## config.mk

```make
export PLATFORM = sky130hd
export DESIGN_NAME = morse_stream_tx
export DESIGN_NICKNAME = d
export VERILOG_FILES = /design/src/rtl/morse_stream_tx.sv
export SDC_FILE = /design/constraint.sdc
export NUM_CORES = 1
export LEC_CHECK = 0
export ABC_AREA = 1
export CORE_MARGIN = 1
export CORE_UTILIZATION = 55
export DETAILED_ROUTE_END_ITERATION = 7
export GPL_ROUTABILITY_DRIVEN = 0
export PLACE_DENSITY = 0.79
export REMOVE_ABC_BUFFERS = 1
export SYNTH_ARGS = -nofsm -noshare
export SYNTH_HDL_FRONTEND = slang
export SYNTH_SLANG_ARGS = --single-unit
```

## constraint.sdc

```tcl
create_clock -name ClockIn -period 1.95 [get_ports ClockIn]
set_input_delay 0.4875 -clock ClockIn [delete_from_list [all_inputs] [get_ports ClockIn]]
set_output_delay 0.4875 -clock ClockIn [all_outputs]
set_load 0.02 [all_outputs]
```

## src/rtl/morse_stream_tx.sv

```systemverilog
// rtl/morse_stream_tx.sv - queued A-Z Morse transmitter with ITU unit timing
module morse_stream_tx #(
    parameter int CLOCK_FREQUENCY = 500,
    parameter int UNIT_RATE       = 2,
    parameter int FIFO_DEPTH      = 4
) (
    input  logic                                 ClockIn,
    input  logic                                 Reset,
    input  logic                                 LetterValid,
    input  logic [4:0]                           Letter,
    output logic                                 LetterReady,
    input  logic                                 Abort,
    output logic                                 DotDashOut,
    output logic                                 NewBitOut,
    output logic                                 Busy,
    output logic [$clog2(FIFO_DEPTH+1)-1:0]      FifoCount
);
    localparam int DIV = CLOCK_FREQUENCY / UNIT_RATE;
    localparam int DW  = $clog2(DIV);
    localparam int AW  = $clog2(FIFO_DEPTH);
    localparam int CW  = $clog2(FIFO_DEPTH + 1);
    localparam logic [DW-1:0] DIV_LAST = DW'(DIV - 1);

    typedef enum logic [2:0] {IDLE, LOAD, MARK, SPACE, LGAP, WGAP} state_t;

    state_t          state, state_d;
    logic [4:0]      mem [FIFO_DEPTH];
    logic [AW-1:0]   wr_ptr, rd_ptr;
    logic [CW-1:0]   count, count_d;
    logic            ready_q;
    logic            push, pop;
    logic [4:0]      head;
    logic [6:0]      rom_entry;
    logic [DW-1:0]   div_cnt;
    logic            tick, timed;
    logic [2:0]      units, units_d;
    logic [3:0]      shift, shift_d;
    logic [2:0]      elems, elems_d;
    logic            new_bit_d;
    logic            dd_q, nb_q;

    // {length, pattern}: pattern is left-aligned, MSB first, 1 = dash
    function automatic logic [6:0] rom(input logic [4:0] c);
        case (c)
            5'd0:  rom = {3'd2, 4'b0100}; 5'd1:  rom = {3'd4, 4'b1000};
            5'd2:  rom = {3'd4, 4'b1010}; 5'd3:  rom = {3'd3, 4'b1000};
            5'd4:  rom = {3'd1, 4'b0000}; 5'd5:  rom = {3'd4, 4'b0010};
            5'd6:  rom = {3'd3, 4'b1100}; 5'd7:  rom = {3'd4, 4'b0000};
            5'd8:  rom = {3'd2, 4'b0000}; 5'd9:  rom = {3'd4, 4'b0111};
            5'd10: rom = {3'd3, 4'b1010}; 5'd11: rom = {3'd4, 4'b0100};
            5'd12: rom = {3'd2, 4'b1100}; 5'd13: rom = {3'd2, 4'b1000};
            5'd14: rom = {3'd3, 4'b1110}; 5'd15: rom = {3'd4, 4'b0110};
            5'd16: rom = {3'd4, 4'b1101}; 5'd17: rom = {3'd3, 4'b0100};
            5'd18: rom = {3'd3, 4'b0000}; 5'd19: rom = {3'd1, 4'b1000};
            5'd20: rom = {3'd3, 4'b0010}; 5'd21: rom = {3'd4, 4'b0001};
            5'd22: rom = {3'd3, 4'b0110}; 5'd23: rom = {3'd4, 4'b1001};
            5'd24: rom = {3'd4, 4'b1011}; 5'd25: rom = {3'd4, 4'b1100};
            default: rom = 7'd0;
        endcase
    endfunction

    assign push      = LetterValid & ready_q & ~Abort;
    assign pop       = (state == LOAD);
    assign head      = mem[rd_ptr];
    assign rom_entry = rom(head);
    assign timed     = (state == MARK) || (state == SPACE) || (state == LGAP) || (state == WGAP);
    assign tick      = timed && (div_cnt == '0);

    // Queue occupancy after this edge's push/pop
    always_comb begin
        count_d = count;
        case ({push, pop})
            2'b10:   count_d = count + CW'(1);
            2'b01:   count_d = count - CW'(1);
            default: count_d = count;
        endcase
    end

    // Letter storage; contents are only meaningful between the pointers
    always_ff @(posedge ClockIn) begin
        if (push) mem[wr_ptr] <= Letter;
    end

    // Queue pointers, count and registered ready
    always_ff @(posedge ClockIn or negedge Reset) begin
        if (!Reset) begin
            wr_ptr <= '0; rd_ptr <= '0; count <= '0; ready_q <= 1'b1;
        end else if (Abort) begin
            wr_ptr <= '0; rd_ptr <= '0; count <= '0; ready_q <= 1'b1;
        end else begin
            if (push) wr_ptr <= wr_ptr + AW'(1);
            if (pop)  rd_ptr <= rd_ptr + AW'(1);
            count   <= count_d;
            ready_q <= (count_d != CW'(FIFO_DEPTH));
        end
    end

    // Unit divider, parked at DIV-1 whenever no unit is being timed
    always_ff @(posedge ClockIn or negedge Reset) begin
        if (!Reset)                   div_cnt <= DIV_LAST;
        else if (Abort || !timed || tick) div_cnt <= DIV_LAST;
        else                          div_cnt <= div_cnt - DW'(1);
    end

    // Next-state, unit and element bookkeeping
    always_comb begin
        state_d = state;
        units_d = units;
        shift_d = shift;
        elems_d = elems;
        case (state)
            IDLE: if (count != '0) state_d = LOAD;
            LOAD: begin
                if (head < 5'd26) begin
                    state_d = MARK;
                    shift_d = rom_entry[3:0];
                    elems_d = rom_entry[6:4];
                    units_d = rom_entry[3] ? 3'd3 : 3'd1;
                end else if (head == 5'd26) begin
                    state_d = WGAP;
                    units_d = 3'd4;
                end else begin
                    state_d = (count > CW'(1)) ? LOAD : IDLE;
                end
            end
            MARK: if (tick) begin
                if (units > 3'd1) begin
                    units_d = units - 3'd1;
                end else if (elems > 3'd1) begin
                    state_d = SPACE;
                    units_d = 3'd1;
                    shift_d = {shift[2:0], 1'b0};
                    elems_d = elems - 3'd1;
                end else begin
                    state_d = LGAP;
                    units_d = 3'd3;
                end
            end
            SPACE: if (tick) begin
                state_d = MARK;
                units_d = shift[3] ? 3'd3 : 3'd1;
            end
            LGAP, WGAP: if (tick) begin
                if (units > 3'd1) units_d = units - 3'd1;
                else              state_d = (count != '0) ? LOAD : IDLE;
            end
            default: state_d = IDLE;
        endcase
        new_bit_d = ((state_d == MARK) || (state_d == SPACE) || (state_d == LGAP) || (state_d == WGAP))
                    && (tick || (state == LOAD));
    end

    // State register and registered line/strobe outputs
    always_ff @(posedge ClockIn or negedge Reset) begin
        if (!Reset) begin
            state <= IDLE; units <= '0; shift <= '0; elems <= '0; dd_q <= 1'b0; nb_q <= 1'b0;
        end else if (Abort) begin
            state <= IDLE; units <= '0; shift <= '0; elems <= '0; dd_q <= 1'b0; nb_q <= 1'b0;
        end else begin
            state <= state_d;
            units <= units_d;
            shift <= shift_d;
            elems <= elems_d;
            dd_q  <= (state_d == MARK);
            nb_q  <= new_bit_d;
        end
    end

    assign LetterReady = ready_q;
    assign DotDashOut  = dd_q;
    assign NewBitOut   = nb_q;
    assign FifoCount   = count;
    assign Busy        = (state != IDLE) || (count != '0);

endmodule

```

==> impl_metrics.tcl, run 1 <==
set metrics [dict create \
    status "finished clean" \
    min_period_ns 1.90 \
    routedWlPerCell_um 13.4 \
    seq_area_sq_um 1390 \
    avgSynthCellArea_sq_um 7.76 \
    met2WireLength_um 3860 \
    tightest_slew_ns 0.434 \
    antennaDiodeCount 0 \
    hold_viol_final 0 \
    vias 3162 \
    ios 16 \
    clock.fmax_mhz 525 \
    first_pass_iters 6 \
    drv_slew 0 \
    die-area_sq_um 6700 \
    synthTopCellsByCount "nand2_1 (130), inv_1 (52), nor2_1 (46)" \
    cts_buffers 5 \
    switchingPower_mw 2.42 \
    routed_wl_um 7820 \
    nFillCells 457 \
    drv_cap 0 \
    ys_warn_count 0 \
    ant_nets 0 \
    endpoint_kind "primary output" \
    share_seq_of_total_power 0.279 \
    drive_above_1_share 0.240 \
    syn_area_sq_um 3510 \
    ys_seq_elements 51 \
    cts_max_path_buffers 2 \
    synth_async_sr_flop_share 0.608 \
    insertion_delay_ns 0.31 \
    max-slew-margin-rel 0.711 \
    p_comb_frac 0.605 \
    drtIter0Drc 196 \
    multiInputGateArea_sq_um 1900 \
    yosysTopAreaCellShare 0.171 \
    synth-edff-count 20 \
    cts_tree "yes" \
    switching_share 0.465 \
    critical_path_class "reg -> out" \
    cts_sinks 51 \
    synthFlopType "dfrtp_1" \
    fin_nets 542 \
    skew_ns 0.00908 \
    viasPerCell 5.41 \
    drc 0 \
    antenna_found_initial 0 \
    cp-start-kind "flip-flop" \
    synth_top_cell_by_area "dfrtp_1" \
    fp.dieH_um 81.9 \
    dr.max_layer_used "met4" \
    totalNegativeSetupSlack_ns 0 \
    power_density_nw_per_um2 1240 \
    grt-ovfl-total 0 \
    synthTopCellsByArea "dfrtp_1 (17%), edfxtp_1 (17%), nand2_1 (14%), ha_1 (8.9%), nand3_1 (5.6%)" \
    required_ns 1.46 \
    yosys.cell_types.count 35 \
    dp_cells 575 \
    port_buffers 15 \
    p_int_mw 2.78 \
    fin_hold_ws_ns 0.463 \
    grt_pass1_wl_um 13100 \
    core_area_sq_um 6030 \
    synth_most_common_cell "nand2_1" \
    htreeDepth 2 \
    rows 28 \
    finalCritPeriodShare 0.976 \
    seq_area_frac_synth 0.395 \
    grt_pass1_vias 2980 \
    clk_pin_slew_worst_paths_ns 0.09 \
    grtUsageTotal 0.257 \
    clockRootBuffer "clkbuf_8" \
    clock_power_share 0.116 \
    grt_max_degree 32 \
    final_cell_count_no_fill 584 \
    drt-met1-wl_um 3400 \
    met3WireLength_um 404 \
    dieWidth_um 81.9 \
    area_growth_syn_to_layout_pct 19.5 \
    critPathMaxFanout 3 \
    hold_path.class "reg -> reg" \
    p_leak_nw 2.03 \
    synthCells 452 \
    setup_viol 0 \
    peakVddDrop_v 0.000926 \
    initial_core_util 0.582 \
    cp.arrival_ns 1.42 \
    dp_hpwl_um 5720 \
]
==> critical path, cell delays in order (launching register included) <==
cell	delay, ns
dfrtp_1	0.37
buf_4	0.14
clkdlybuf4s50_1	0.60
==> state kept, by name (all words and copies together) (netlist names), 2 cells and up <==
| signal | count |
|---|---|
| FifoCount | 3 |
| elems | 3 |
| state | 3 |
| mem | 20 |
| rd_ptr | 2 |
| units | 3 |
| shift | 4 |
| wr_ptr | 2 |
| div_cnt | 8 |
==> what timing repair did <==
item | CTS | global route
gates cloned | 0 | 0
hold buffers | 0 | 0
pin swaps | 0 | 8
setup endpoints to repair | 2 | 18
gates resized for setup | 2 | 35
setup buffers | 0 | 1
==> routing by layer <==
metal,track usage,vias up
met5,0,-
met4,0.0842,0
met3,0.0389,19
met2,0.445,125
met1,0.327,1465
li1,-,1553
==> stage by stage <==
step	power (mW)	worst slack (ns)	utilization	area (sq um)
global route	5.63	-0.0233	0.695	4190
finish	5.19	0.0466	0.695	4190
detailed placement	4.43	-0.217	0.663	3990
global placement	4.32	-0.140	0.663	3990
floorplan	3.42	0.0227	-	3430
CTS	5.02	-0.0158	0.676	4080
==> power groups by stage <==
| stage | Clock, mW | Combinational (mW) | Sequential [mW] |
|---|---|---|---|
| 2_1_floorplan | 0 | 1.90 | 1.52 |
| 3_3_place_gp | 0 | 2.87 | 1.45 |
| 3_5_place_dp | 0 | 2.98 | 1.46 |
| 4_1_cts | 0.611 | 2.97 | 1.44 |
| 5_1_grt | 0.654 | 3.50 | 1.48 |
| 6_report | 0.605 | 3.14 | 1.45 |
==> kinds of logic (layout without fill, tap and decap cells) <==
logic type	count (synthesis)	in the layout	synth area share
flops	51	51	0.395
buf+inv	71	128	0.0899
xor+xnor	9	9	0.0225
fa+ha+maj	25	25	0.0892
compound gates	44	44	0.0699
simple gates	252	252	0.334
==> cell type report <==
class / instances / share of cell area
multi-input cells: 330 / 0.454
flip-flops and latches: 51 / 0.331
repair buffers: 59 / 0.115
inverters: 61 / 0.0576
well taps: 75 / 0.0224
clock buffers: 6 / 0.0173
clock inverters: 2 / 0.00299
==> placed cells by master, fill, tap and decap left out, types with 4 or more instances in the layout <==
cell type | Yosys | layout
dfstp_2 | 7 | 7
nor2_1 | 46 | 40
xor2_1 | 8 | 8
o21ai_0 | 16 | 15
inv_2 | 7 | 9
clkdlybuf4s50_1 | 0 | 12
buf_4 | 3 | 43
o211ai_1 | 4 | 4
nor2_2 | 4 | 10
ha_1 | 25 | 22
nand2_4 | 5 | 6
dfrtp_1 | 24 | 22
nand2_1 | 130 | 126
nand3_2 | 4 | 7
nand3_1 | 39 | 36
clkbuf_8 | 0 | 5
edfxtp_1 | 20 | 20
nor3_1 | 6 | 5
inv_1 | 52 | 48
a21oi_1 | 15 | 14
o21ai_1 | 5 | 5
nand2_2 | 8 | 11
==> worst paths after layout <==
check                                       start               endpoint  slack [ns]  cells after the start
max                        FifoCount[0]$_DFF_PN0_           FifoCount[0]        0.05                      2
min                          div_cnt[0]$_DFF_PN1_   div_cnt[0]$_DFF_PN1_        0.46                      1
max reg2reg                    state[2]$_DFF_PN0_  LetterReady$_DFF_PN1_        0.09                     10
min reg2reg                  div_cnt[0]$_DFF_PN1_   div_cnt[0]$_DFF_PN1_        0.46                      1
max in group asynchronous                   Reset   div_cnt[6]$_DFF_PN1_        1.02                      2
min in group asynchronous                   Reset  rd_ptr[0]$_DFFE_PN0P_        0.58                      2
No activity file was read; power rests on OpenSTA's default activity.
==> run 2: changes to the inputs <==
--- a/config.mk
+++ b/config.mk
@@ -6,7 +6,7 @@
 export NUM_CORES = 1
 export LEC_CHECK = 0
 export ABC_AREA = 1
-export CORE_MARGIN = 1
+export CORE_MARGIN = 3
 export CORE_UTILIZATION = 55
 export DETAILED_ROUTE_END_ITERATION = 7
 export GPL_ROUTABILITY_DRIVEN = 0
==> run 2 against run 1 <==
Compared with the run above: maximum frequency shrank 0.63%; final cell count grew 1.0%; hold slack gained 0.0016 ns; global-route usage shrank 3.8 points; clock power shrank 2%; highest routed layer unchanged; cell area grew 1.7%; non-clock buffer count grew 6; critical path depth grew 1.
==> impl_metrics.tcl, run 2 (synthesis results as in run 1) <==
set metrics [dict create \
    most-common-layout-cells "nand2_1 (125), buf_4 (48), inv_1 (47)" \
    status "finished clean" \
    grtUsageTotal 0.219 \
    peakVddDrop_v 0.000899 \
    dieWidth_um 85.9 \
    area_growth_syn_to_layout_pct 21.5 \
    cts_buffers 5 \
    setup_viol 0 \
    first_pass_iters 5 \
    finalCritPeriodShare 0.982 \
    dp_hpwl_um 5810 \
    ios 16 \
    required_ns 1.46 \
    antenna_found_initial 0 \
    reg2reg_slack_ns 0.08 \
    clock.fmax_mhz 522 \
    cp_cell_sequence "nor3_2 -> nand3_1 -> clkdlybuf4s15_1" \
    largest_register_ffs 20 \
    grt_pass1_vias 2994 \
    fin_nets 548 \
    ant_nets 0 \
    cp.arrival_ns 1.43 \
    hold_depth 1 \
    path_delay_family "flip-flops" \
    top_regs "mem (20), div_cnt (8), shift (4)" \
    fin_hold_ws_ns 0.464 \
    hold_viol_final 0 \
    core_area_sq_um 6060 \
    cp_slowest_stage_delay_ns 0.46 \
    endpoint_kind "primary output" \
    drtIter0Drc 158 \
    routed_wl_um 7950 \
    rows 28 \
    die-area_sq_um 7370 \
    tightest_slew_ns 0.411 \
    drc 0 \
    initial_core_util 0.579 \
    port_buffers 15 \
    ctsHoldBuffers 0 \
    cp-start-kind "flip-flop" \
    critPathMaxFanout 4 \
    clk_pin_slew_worst_paths_ns 0.09 \
    hold_end "div_cnt[0]$_DFF_PN1_" \
    drv_slew 0 \
    final_util 0.703 \
    grt_pass1_wl_um 13100 \
    fp.dieH_um 85.9 \
    vias 3139 \
    antennaDiodeCount 0 \
    power_density_nw_per_um2 1250 \
    final_common_cell "nand2_1" \
    clockRootBuffer "clkbuf_8" \
    drv_cap 0 \
    routedWlPerCell_um 13.5 \
    cts_max_path_buffers 2 \
    insertion_delay_ns 0.31 \
    cts_tree "yes" \
    r2r_cells 13 \
    reg2reg_to "NewBitOut$_DFF_PN0_" \
    path_buf_inv 1 \
    drive_above_1_share 0.254 \
    cts_sinks 51 \
    max-slew-margin-rel 0.726 \
    grt-ovfl-total 0 \
    crit_cells 3 \
    grt_max_degree 32 \
    p_leak_nw 2.05 \
    min_period_ns 1.92 \
    regMostFlops "mem" \
    htreeDepth 2 \
    viasPerCell 5.32 \
    hold_path.class "reg -> reg" \
    hp-start "div_cnt[0]$_DFF_PN1_" \
    cp_slowest_cell "dfrtp_2" \
    reg2reg_from "state[1]$_DFF_PN0_" \
    skew_ns 0.00939 \
    critical_path_class "reg -> out" \
]
-- run 2: changes by cell type in the layout (fill, tap and decap cells not counted), sizes merged --
cell           change
clkinvlp           +1
clkdlybuf4s15      +1
clkbuf             -1
buf                +6
inv                -1
-- run 2: area by class of cell --
class,instances,area (sq um)
fillers,473,1800
clock buffers,6,72.6
repair buffers,65,534
clock inverters,2,12.5
inverters,61,240
multi-input cells,330,1920
well taps,75,93.8
flip-flops and latches,51,1390
-- run 2: worst register-to-register path: stages, from the launching register on --
cell	delay, ns
dfrtp_1	0.43
inv_1	0.10
ha_4	0.26
inv_2	0.07
nand2_1	0.06
nor2_2	0.13
nand3_2	0.14
nand2_1	0.10
nor2_1	0.04
nor2_1	0.13
nand2_2	0.11
nand3_1	0.09
nand2_1	0.06
nor2_2	0.09
-- run 2: report_power, final --
part,total (mW),leakage (nW),internal [mW],switching [mW]
registers,1.45,0.575,1.31,0.138
clock network,0.595,0.0428,0.252,0.343
logic,3.28,1.44,1.32,1.97
-- run 2: what timing repair did --
item / 4_1_cts / 5_1_grt
pin swaps: 0 / 4
resized for setup: 2 / 39
setup endpoints to repair: 2 / 16
buffers inserted: 0 / 3
-- run 2: metal layers --
layer | GRT usage | wire length, um | up-vias
met5 | 0 | 0 | -
met4 | 0.0619 | 96 | 0
met3 | 0.0327 | 314 | 11
met2 | 0.379 | 4000 | 91
met1 | 0.287 | 3540 | 1470
li1 | - | - | 1567
-- run 2: through the flow --
stage | setup TNS [ns] | setup WS, ns | std cells | power (mW) | cell area, sq um
after floorplan | 0 | 0.0227 | 442 | 3.42 | 3430
after global placement | -1.59 | -0.136 | 579 | 4.38 | 4020
after detailed placement | -3.47 | -0.215 | 579 | 4.48 | 4020
after CTS | 0 | 0.00135 | 587 | 5.06 | 4110
after global routing | -0.147 | -0.0403 | 590 | 5.80 | 4260
final | 0 | 0.0345 | 590 | 5.33 | 4260
-- run 2: worst max-delay path by stage --
| stage | endpoint | startpoint | slack (ns) |
|---|---|---|---|
| floorplan | units[1]$_DFFE_PN0P_ | state[1]$_DFF_PN0_ | 0.02 |
| global placement | LetterReady$_DFF_PN1_ | Abort | -0.14 |
| detailed placement | LetterReady$_DFF_PN1_ | Abort | -0.22 |
| CTS | Busy | state[2]$_DFF_PN0_ | 0.001 |
| global route | NewBitOut$_DFF_PN0_ | state[1]$_DFF_PN0_ | -0.04 |
| finish | Busy | state[2]$_DFF_PN0_ | 0.03 |
==> run 3: changes to the inputs <==
--- a/config.mk
+++ b/config.mk
@@ -6,6 +6,7 @@
 export NUM_CORES = 1
 export LEC_CHECK = 0
 export ABC_AREA = 1
+export CAP_MARGIN = 20
 export CORE_MARGIN = 3
 export CORE_UTILIZATION = 55
 export DETAILED_ROUTE_END_ITERATION = 7
==> results of run 3 <==
Final layout, timing and power as in run 2 (identical DEF).
